**config.mk**
```make
export PLATFORM = sky130hd
export DESIGN_NAME = clkdiv_multi
export DESIGN_NICKNAME = d
export VERILOG_FILES = /design/src/rtl/clkdiv_multi.sv
export SDC_FILE = /design/constraint.sdc
export NUM_CORES = 1
export LEC_CHECK = 0
export CAP_MARGIN = 20
export CORE_ASPECT_RATIO = 2
export CORE_MARGIN = 8
export CORE_UTILIZATION = 45
export DETAILED_ROUTE_END_ITERATION = 12
export DONT_BUFFER_PORTS = 1
export GPL_ROUTABILITY_DRIVEN = 0
export PLACE_DENSITY_LB_ADDON = 0.12
export SLEW_MARGIN = 20
export SYNTH_ARGS = -nofsm -noshare
export SYNTH_HDL_FRONTEND = slang
export SYNTH_SLANG_ARGS = --single-unit
```
**constraint.sdc**
```tcl
create_clock -name i_clk -period 3.4 [get_ports i_clk]
set_input_delay 0.34 -clock i_clk [delete_from_list [all_inputs] [get_ports i_clk]]
set_output_delay 0.34 -clock i_clk [all_outputs]
set_load 0.05 [all_outputs]
```
**src/rtl/clkdiv_multi.sv**
```systemverilog
// Multi-channel programmable clock divider with glitch-free divisor updates.
// Optional phase-align input enabled by defining CLKDIV_MULTI_SYNC_EN.
module clkdiv_multi #(
    parameter  int unsigned CHANNELS     = 2,
    parameter  int unsigned WIDTH        = 16,
    parameter  int unsigned DEFAULT_HALF = 8,
    localparam int unsigned CHW          = (CHANNELS > 1) ? $clog2(CHANNELS) : 1
) (
    input  logic                i_clk,
    input  logic                i_reset_n,
    input  logic [CHANNELS-1:0] i_en,
    input  logic                i_sync,
    input  logic                i_wr_valid,
    output logic                o_wr_ready,
    input  logic [CHW-1:0]      i_wr_ch,
    input  logic [WIDTH-1:0]    i_wr_half,
    output logic [CHANNELS-1:0] o_clk_div,
    output logic [CHANNELS-1:0] o_tick
);

    typedef enum logic [1:0] {
        MODE_IDLE,
        MODE_RUN,
        MODE_DRAIN
    } mode_t;

    mode_t               mode   [CHANNELS];
    logic [WIDTH-1:0]    half_q [CHANNELS];
    logic [WIDTH-1:0]    half_d [CHANNELS];
    logic [WIDTH-1:0]    cnt_q  [CHANNELS];
    logic [WIDTH-1:0]    cnt_d  [CHANNELS];
    logic [WIDTH-1:0]    pval_q [CHANNELS];
    logic [WIDTH-1:0]    pval_d [CHANNELS];
    logic [CHANNELS-1:0] pend_q, pend_d;
    logic [CHANNELS-1:0] clk_q, clk_d;
    logic [CHANNELS-1:0] tick_q, tick_d;
    logic [CHANNELS-1:0] wr_hit;
    logic [(1<<CHW)-1:0] pend_pad;
    logic                wr_ready;

    // State register
    always_ff @(posedge i_clk or negedge i_reset_n) begin
        if (!i_reset_n) begin
            for (int unsigned n = 0; n < CHANNELS; n++) begin
                half_q[n] <= WIDTH'(DEFAULT_HALF);
                cnt_q[n]  <= '0;
                pval_q[n] <= '0;
            end
            pend_q <= '0;
            clk_q  <= '0;
            tick_q <= '0;
        end else begin
            for (int unsigned n = 0; n < CHANNELS; n++) begin
                half_q[n] <= half_d[n];
                cnt_q[n]  <= cnt_d[n];
                pval_q[n] <= pval_d[n];
            end
            pend_q <= pend_d;
            clk_q  <= clk_d;
            tick_q <= tick_d;
        end
    end

    always_comb begin
        for (int unsigned n = 0; n < CHANNELS; n++) begin
            if (half_q[n] == '0)
                mode[n] = MODE_IDLE;
            else if (i_en[n])
                mode[n] = MODE_RUN;
            else if (clk_q[n])
                mode[n] = MODE_DRAIN;
            else
                mode[n] = MODE_IDLE;
        end
    end

    // Next-state logic. A pending H=0 applied at a boundary forces the output
    // low there, so stopping never leaves a one-cycle runt high pulse.
    always_comb begin
        for (int unsigned n = 0; n < CHANNELS; n++) begin
            half_d[n] = half_q[n];
            cnt_d[n]  = cnt_q[n];
            pval_d[n] = pval_q[n];
            pend_d[n] = pend_q[n];
            clk_d[n]  = clk_q[n];
            tick_d[n] = 1'b0;
            case (mode[n])
                MODE_RUN, MODE_DRAIN: begin
                    if (cnt_q[n] == half_q[n] - WIDTH'(1)) begin
                        cnt_d[n] = '0;
                        clk_d[n] = (mode[n] == MODE_RUN) ? ~clk_q[n] : 1'b0;
                        if (pend_q[n]) begin
                            half_d[n] = pval_q[n];
                            pend_d[n] = 1'b0;
                            if (pval_q[n] == '0)
                                clk_d[n] = 1'b0;
                        end
                    end else begin
                        cnt_d[n] = cnt_q[n] + WIDTH'(1);
                    end
                end
                default: begin
                    cnt_d[n] = '0;
                    clk_d[n] = 1'b0;
                    if (pend_q[n]) begin
                        half_d[n] = pval_q[n];
                        pend_d[n] = 1'b0;
                    end
                end
            endcase
`ifdef CLKDIV_MULTI_SYNC_EN
            if (i_sync && i_en[n]) begin
                cnt_d[n] = '0;
                clk_d[n] = 1'b0;
                if (pend_q[n]) begin
                    half_d[n] = pval_q[n];
                    pend_d[n] = 1'b0;
                end
            end
`endif
            tick_d[n] = ~clk_q[n] & clk_d[n];
            // Ready gating means a write never lands while pend_q is set
            if (wr_hit[n]) begin
                pval_d[n] = i_wr_half;
                pend_d[n] = 1'b1;
            end
        end
    end

`ifndef CLKDIV_MULTI_SYNC_EN
    logic unused_sync;
    assign unused_sync = i_sync;
`endif

    // Outputs; out-of-range channel numbers see a zero pending bit and are dropped
    always_comb begin
        pend_pad                 = '0;
        pend_pad[CHANNELS-1:0]   = pend_q;
        wr_ready                 = ~pend_pad[i_wr_ch];
        for (int unsigned n = 0; n < CHANNELS; n++)
            wr_hit[n] = i_wr_valid && wr_ready && (i_wr_ch == CHW'(n));
    end

    assign o_wr_ready = wr_ready;
    assign o_clk_div  = clk_q;
    assign o_tick     = tick_q;

endmodule

```
Word level (Yosys, flattened, before mapping)
Index checks and enable logic that the tools add are counted.
{ "totals": {"in_bits": 23, "elab_cells": 74, "out_inout_bits": 5, "register_bits": 102, "ramBits": 0, "latchBits": 0, "mem_count": 0, "mem_bits_ro": 0} }
{ "op_classes": {"div": 0, "eq_ne": 10, "muxes": 34, "shifts": 0, "n_mul": 0, "reduce_logical": 9, "add_sub_neg": 4, "magnitude_cmp": 1, "bitwise": 6} }
{ "op_table": {"columns": ["cell", "count"], "rows": [
  ["$mux W16", 10],
  ["$logic_not A16 Y1", 4],
  ["$add A16 B1 Y16 const B", 2],
  ["$eq A16 B16 Y1", 2],
  ["$sub A16 B1 Y16 const B", 2],
  ["$mux W1", 18],
  ["$mux W2", 6],
  ["$ne A3 B3 Y1 const B", 2],
  ["$eq A2 B1 Y1 const B", 2],
  ["$eq A2 B2 Y1 const B", 2],
  ["$ne A2 B2 Y1 const B", 2],
  ["$not A1 Y1", 4],
  ["$reduce_or A2 Y1", 2],
  ["$logic_and A1 B1 Y1", 3],
  ["$and A1 B1 Y1", 2],
  ["$lt A1 B2 Y1 const B", 1]
]} }

Logic depth before layout (Yosys ltp)
Gate-level depths: netlist of run 1.
{ "logic_depth": {"word_depth": 10, "ltp_mapped": 12, "ltp_nobuf": 11} }

Worst setup path before layout of run 1
No wires, ideal clock.
{ "synth_timing": {"path_kind": "reg-to-reg", "from": "register half_q[16] (netlist name)", "to": "register half_q[21] (netlist name)", "stages_incl_launch_ff": 11, "setup_time_ns": 0.125, "path_buffers": 1, "period_less_slack_ns": 3.092, "slack_ns": 0.308, "arrival_ns": 2.967, "required_time_ns": 3.275, "path_cell_list": "dfrtp_1 inv_1 ha_1 nor2b_1 nand2_1 or4_1 and2_1 ha_1 a32oi_2 buf_2 mux2_2"} }
{ "synth_via": {"elab_chain_cells": 5, "word_cells_on_any_way": 9, "cone_classes": "add/sub: 1; eq/ne: 4; mux: 2; reduce/logical: 2"} }
{ "synth_rtl": {"columns": ["element", "line_no", "rtl"], "rows": [
  ["from (decl)", "28", "logic [WIDTH-1:0] half_q [CHANNELS];"],
  ["from (signal, indexed assignment)", "45", "half_q[n] <= WIDTH'(DEFAULT_HALF);"],
  ["from (signal, indexed assignment)", "54", "half_q[n] <= half_d[n];"],
  ["parallel branches: the longest is 5 deep, another holds $sub A16 B1 Y16", null, null]
]} }
Several ways; the timed one is not identified.
A chain may end at the register's enable or synchronous reset.

Final worst setup path of run 1
{ "layout_timing": {"from": "register half_q[2] (netlist name)", "to": "register half_q[14] (netlist name)"} }
The elaborated chain is that of the path after synthesis.

==> flow_summary_export.csv, run 1 <==
group,metric,value,unit
place,dp_slack,284.5,ps
logic_synthesis,yosysTopAreaCellShare,45.75,%
timing,timing.fmax,314.9,MHz
timing,fin_skew,5.525,ps
floorplan,fp-row-count,57,
timing,setup_violations,0,
drt,wl_per_cell,16.86,um
clock_network,htree_levels,3,
final_layout,drive_gt1_share,19.92,%
clock_network,clk_pin_slew,70,ps
logic_synthesis,ys_warn_count,0,
setup_path,cp.arrival,3400,ps
clock_network,hold_buffers,2,
timing,final_hold_viol_count,0,
grt,grt_max_degree,103,
logic_synthesis,synth-edff-count,0,
place,dp_hpwl,7959,um
clock_network,root_buffer,"clkbuf_16",
power_and_ir_drop,leakage,2.470,nW
timing,relSlewSlack,25.03,%
grt,grt_pass1_wl,19300,um
logic_synthesis,synth_common_cells,"dfrtp_1, mux2_2, nor2_1",
power_and_ir_drop,switchingPower,1.411,mW
place,io_buffers,0,
drt,wirelength,11190,um
timing,timing.final.crit_period,3176,ps
setup_path,critPathLaunchType,"flip-flop",
setup_path,path_class,"reg2reg",
clock_network,clock_sinks,102,
grt,antenna_found_initial,0,
grt,grt_usage,15.04,%
clock_network,ctsResizeCount,0,
logic_synthesis,synthArstFlopShare,100.0,%
clock_network,clockBufferDepth,2,
logic_synthesis,syn_area,5470,um2
timing,fin_crit_sh,93.41,%
setup_path,endpoint_kind,"flip-flop",
drt,vias,3652,
power_and_ir_drop,clockPowerShare,24.2,%
timing,slew_violations,0,
setup_path,crit_required,3630,ps
logic_synthesis,syn_inst,509,
logic_synthesis,yosys.area.top_type,"dfrtp_1",
final_layout,area_delta_synth_final,9.332,%
final_layout,nets,541,
grt,grt_pass1_vias,3744,
drt,drt_iter0_markers,181,
clock_network,cts_post_setup_buffers_inserted,0,
drt,post-route-drc-count,0,
outcome,status,"completed",
power_and_ir_drop,combinationalPowerShare,29.4,%
logic_synthesis,syn_avg_cell_area,10.75,um2
drt,viasPerCell,5.500,
logic_synthesis,synth_flop_cell,"dfrtp_1",
clock_network,insertion_delay,340,ps
timing,rsz0062_at_grt,"no",
flow_run,maxCapViolations,0,
power_and_ir_drop,pwr-share-seq,46.4,%
logic_synthesis,synth_seq_cells,102,
power_and_ir_drop,power-per-cell-area,684.3,nW/um2
clock_network,cts_tree,"built",
logic_synthesis,yosysSeqAreaShare,46.71,%
drt,dr.pass1.iters,4,
clock_network,cts_made_buffers,9,
timing,worstMarginPinSlew,1093,ps
logic_synthesis,synth_cell_type_count,60,
logic_synthesis,synthTopCellsByArea,"dfrtp_1, mux2_2, xor2_1",
floorplan,dieWidth,93.96,um
logic_synthesis,synth.most_common_cell,"dfrtp_1",
drt,ant_nets,0,
grt,grt_remaining_overflow,0,
floorplan,io_pins,28,
floorplan,fp.dieH,171.9,um
floorplan,core,11980,um2
timing,setup_ws,224.2,ps
logic_synthesis,synth_nets,538,
setup_path,critPathMaxFanout,16,
power_and_ir_drop,sw_frac_of_total,34.49,%
hold_path,hp-class,"in2reg",
power_and_ir_drop,p_int,2.681,mW
power_and_ir_drop,vdd_drop_max,0.3654,mV
final_layout,n_antenna_cell,0,
timing,finalSetupTns,0,ps
floorplan,die_area,16150,um2
floorplan,start_util,45.66,%
## power by group through the flow
stage	combinational (mW)	clock, mW	sequential [mW]
global placement	1.16	0	1.93
floorplan	1.00	0	1.76
CTS	1.21	1.02	1.90
finish	1.20	0.992	1.90
detailed placement	1.17	0	1.93
global route	1.35	1.08	1.96
## final timing paths
check                                        from                     end  slack [ps]  cells past startpoint
min reg2reg                pval_q[10]$_DFFE_PN0P_  half_q[10]$_DFFE_PN0P_         530                      1
min in group asynchronous               i_reset_n      cnt_q[4]$_DFF_PN0_         530                      2
max reg2reg                 half_q[2]$_DFFE_PN0P_  half_q[14]$_DFFE_PN0P_         220                      8
max in group asynchronous               i_reset_n  half_q[19]$_DFFE_PN1P_        2380                      2
min                                  i_wr_half[4]   pval_q[4]$_DFFE_PN0P_         140                      1
max                         half_q[2]$_DFFE_PN0P_  half_q[14]$_DFFE_PN0P_         220                      8
## worst max-delay path: stages (launching register included)
cell      delay (ps)
dfrtp_1          480
nor4_4           370
buf_4            180
nand3_1          150
or3b_2           520
a211oi_1         240
or3_1            280
a41oi_4          400
mux2_4           420
## metrics by stage
step / std cells / hold slack [ps] / total power [mW] / util (%) / area (um2)
6_report: 664 / 143.7 / 4.092 / 49.92 / 5981
5_1_grt: 664 / 123.1 / 4.384 / 49.92 / 5981
4_1_cts: 664 / 132.1 / 4.136 / 49.92 / 5981
3_5_place_dp: 646 / 47.92 / 3.096 / 47.21 / 5657
3_3_place_gp: 646 / 47.76 / 3.083 / 47.21 / 5657
2_1_floorplan: 509 / 44.41 / 2.763 / - / 5470
## logic make-up after synthesis
kind of cell,count (synthesis),synth area share [%]
AOI/OAI and AO/OA,47,6.428
xor gates and xnor gates,61,9.767
adders and majority gates,6,1.372
buffers and inverters,35,2.607
DFF,102,46.71
muxes,65,14.04
and+or+nand+nor,193,19.08
## cells in the final DEF, fill, tap and decap left out, drive strengths merged, types with 13 or more instances in the layout
cell type / instances
xnor2: 27
nand2: 23
nor3: 14
inv: 17
nand3: 26
o21ai: 13
nor2: 54
xor2: 34
mux2: 64
dfrtp: 100
## metal layers
layer / track usage, % / vias to the layer above / part of all wire, %
met5: 0 / - / 0
met4: 4.795 / 0 / 1.2
met3: 4.609 / 8 / 5.8
met2: 22.14 / 50 / 44
met1: 20.49 / 1778 / 49
li1: - / 1816 / -
## final cells by class
cell class	instances	area, um2
fill	1099	6001
multi-input combinational	372	2778
sequential	102	2555
clock buffer	12	256.5
tap	147	183.9
timing repair buffer	11	117.6
inverter	16	60.06
clock inverter	4	30.03
## sequential cells by signal, indices dropped and copies added, names as in the netlist
signal and flops:
pend_pad 2, pval_q 32, o_tick 2, o_clk_div 2, half_q 32, cnt_q 32
Power figures use the tool's default switching activity.
==> inputs of run 2 (changes only) <==
--- a/config.mk
+++ b/config.mk
@@ -5,7 +5,7 @@
 export SDC_FILE = /design/constraint.sdc
 export NUM_CORES = 1
 export LEC_CHECK = 0
-export CAP_MARGIN = 20
+export CAP_MARGIN = 10
 export CORE_ASPECT_RATIO = 2
 export CORE_MARGIN = 8
 export CORE_UTILIZATION = 45
==> results of run 2 <==
The final DEF is identical to that of run 1; final timing and power are the same.
==> inputs of run 3 (changes only) <==
--- a/config.mk
+++ b/config.mk
@@ -8,7 +8,7 @@
 export CAP_MARGIN = 10
 export CORE_ASPECT_RATIO = 2
 export CORE_MARGIN = 8
-export CORE_UTILIZATION = 45
+export CORE_UTILIZATION = 40
 export DETAILED_ROUTE_END_ITERATION = 12
 export DONT_BUFFER_PORTS = 1
 export GPL_ROUTABILITY_DRIVEN = 0
==> run 3 against run 2 <==
  * Die area rose by 11%
  * Clock-buffer cell count shrank 2
  * Clock skew increased by 3.3 ps
  * Worst hold slack lost 5.6 ps
  * Maximum frequency up 2.1%
  * First-iteration DRC count is 45% lower
  * Sequential share of layout area down 0.13 points
  * Register-to-register slack better by 60 ps
  * Global-route usage increased by 0.37 points
==> flow_summary_export.csv, run 3 (same netlist as run 1, synthesis figures left out) <==
group,metric,value,unit
timing,rsz0062_at_grt,"no",
timing,timing.final.crit_period,3111,ps
grt,grt_pass1_vias,4054,
final_layout,n_antenna_cell,0,
floorplan,dieWidth,98.69,um
grt,antenna_found_initial,0,
clock_network,htree_levels,3,
power_and_ir_drop,power-per-cell-area,693.1,nW/um2
outcome,status,"completed",
final_layout,final_util,44.65,%
hold_path,hp-class,"in2reg",
drt,ant_nets,0,
final_layout,area_delta_synth_final,9.675,%
final_layout,final_common_cell,"dfrtp_1",
clock_network,insertion_delay,340,ps
timing,fin_crit_sh,91.51,%
drt,drt_iter0_markers,99,
floorplan,fp.dieH,181.4,um
clock_network,clock_sinks,102,
drt,wl_per_cell,19.33,um
clock_network,clockBufferDepth,2,
floorplan,core,13440,um2
setup_path,critPathMaxFanout,17,
floorplan,fp-row-count,60,
floorplan,die_area,17900,um2
flow_run,maxCapViolations,0,
clock_network,root_buffer,"clkbuf_16",
power_and_ir_drop,leakage,2.463,nW
timing,worstMarginPinSlew,819.8,ps
setup_path,critPathLaunchType,"flip-flop",
grt,grt_usage,15.41,%
place,io_buffers,0,
final_layout,nets,542,
clock_network,cts_tree,"built",
setup_path,crit_required,3570,ps
final_layout,largestRegisters,"cnt_q (32), half_q (32), pval_q (32)",
timing,timing.fmax,321.4,MHz
final_layout,n_fill_cell,1276,
clock_network,cts_made_buffers,9,
power_and_ir_drop,vdd_drop_max,0.2463,mV
floorplan,start_util,40.71,%
drt,vias,3797,
timing,relSlewSlack,45.19,%
timing,fin_skew,8.797,ps
clock_network,ctsResizeCount,0,
setup_path,cp.arrival,3280,ps
grt,grt_pass1_wl,21310,um
timing,slew_violations,0,
final_layout,regArea,2555,um2
setup_path,endpoint_kind,"flip-flop",
grt,grt_max_degree,103,
grt,grt_remaining_overflow,0,
setup_path,reg2reg_slack,290,ps
place,dp_hpwl,9917,um
final_layout,multiInputGateArea,2781,um2
timing,whs,138.0,ps
timing,setup_violations,0,
drt,wirelength,13010,um
clock_network,clk_pin_slew,70,ps
timing,final_hold_viol_count,0,
setup_path,path_class,"reg2reg",
drt,dr.pass1.iters,4,
final_layout,drive_gt1_share,20.46,%
drt,viasPerCell,5.642,
final_layout,layout_common_cells,"dfrtp_1, nor2_1, mux2_2",
drt,post-route-drc-count,0,
floorplan,io_pins,28,
timing,finalSetupTns,0,ps
run 3: what timing repair did:
item | 4_1_cts | 5_1_grt
hold buffers | 2 | 0
endpoints found under the hold margin | 102 | 0
setup buffers | 0 | 0
run 3: report_power, final:
| group | leakage, nW | total [mW] | internal, mW | switching (mW) |
|---|---|---|---|---|
| Combinational | 1.05 | 1.26 | 0.639 | 0.619 |
| Sequential | 1.28 | 1.90 | 1.50 | 0.394 |
| Clock | 0.131 | 1.00 | 0.520 | 0.484 |
run 3: routing by layer:
| metal | part of all wire, % | global-route usage (%) | vias up |
|---|---|---|---|
| met4 | 3.7 | 8.297 | 0 |
| li1 | - | - | 1818 |
| met2 | 60 | 30.95 | 41 |
| met1 | 34 | 13.83 | 1913 |
| met3 | 2.7 | 2.644 | 25 |
| met5 | 0 | 0 | - |
run 3: path summary, 6_finish.rpt:
| check | start | to | cells past startpoint |
|---|---|---|---|
| min in group asynchronous | i_reset_n | half_q[13]$_DFFE_PN0P_ | 2 |
| max in group asynchronous | i_reset_n | half_q[19]$_DFFE_PN1P_ | 2 |
| worst max-delay path | half_q[2]$_DFFE_PN0P_ | pend_pad[1]$_DFFE_PN0P_ | 7 |
| worst max register to register | half_q[2]$_DFFE_PN0P_ | pend_pad[1]$_DFFE_PN0P_ | 7 |
| worst min-delay path | i_wr_half[12] | pval_q[12]$_DFFE_PN0P_ | 1 |
| worst min register to register | pval_q[0]$_DFFE_PN0P_ | pval_q[0]$_DFFE_PN0P_ | 1 |
run 3: metrics by stage:
step           setup WS, ps  total power [mW]  std cells  cell area, um2
4_1_cts               279.0             4.212        673            6000
3_3_place_gp          338.9             3.119        655            5674
5_1_grt               110.4             4.417        673            6000
2_1_floorplan         307.8             2.763        509            5470
3_5_place_dp          281.1             3.157        655            5678
6_report              288.8             4.159        673            6000
run 3: area by class of cell:
cell class,count,area share [%]
clock buffers,10,3.983
clock inverters,6,0.7508
inverters,16,1.001
multi-input cells,372,46.36
flip-flops and latches,102,42.59
well taps,155,3.233
repair buffers,12,2.086
run 3: critical path: stages, from the launching register on:
cell      delay [ps]
dfrtp_1          460
nor4_4           500
nand3_1          280
or3b_2           520
a211oi_1         240
or3_1            320
a31o_2           470
o21ai_0          140
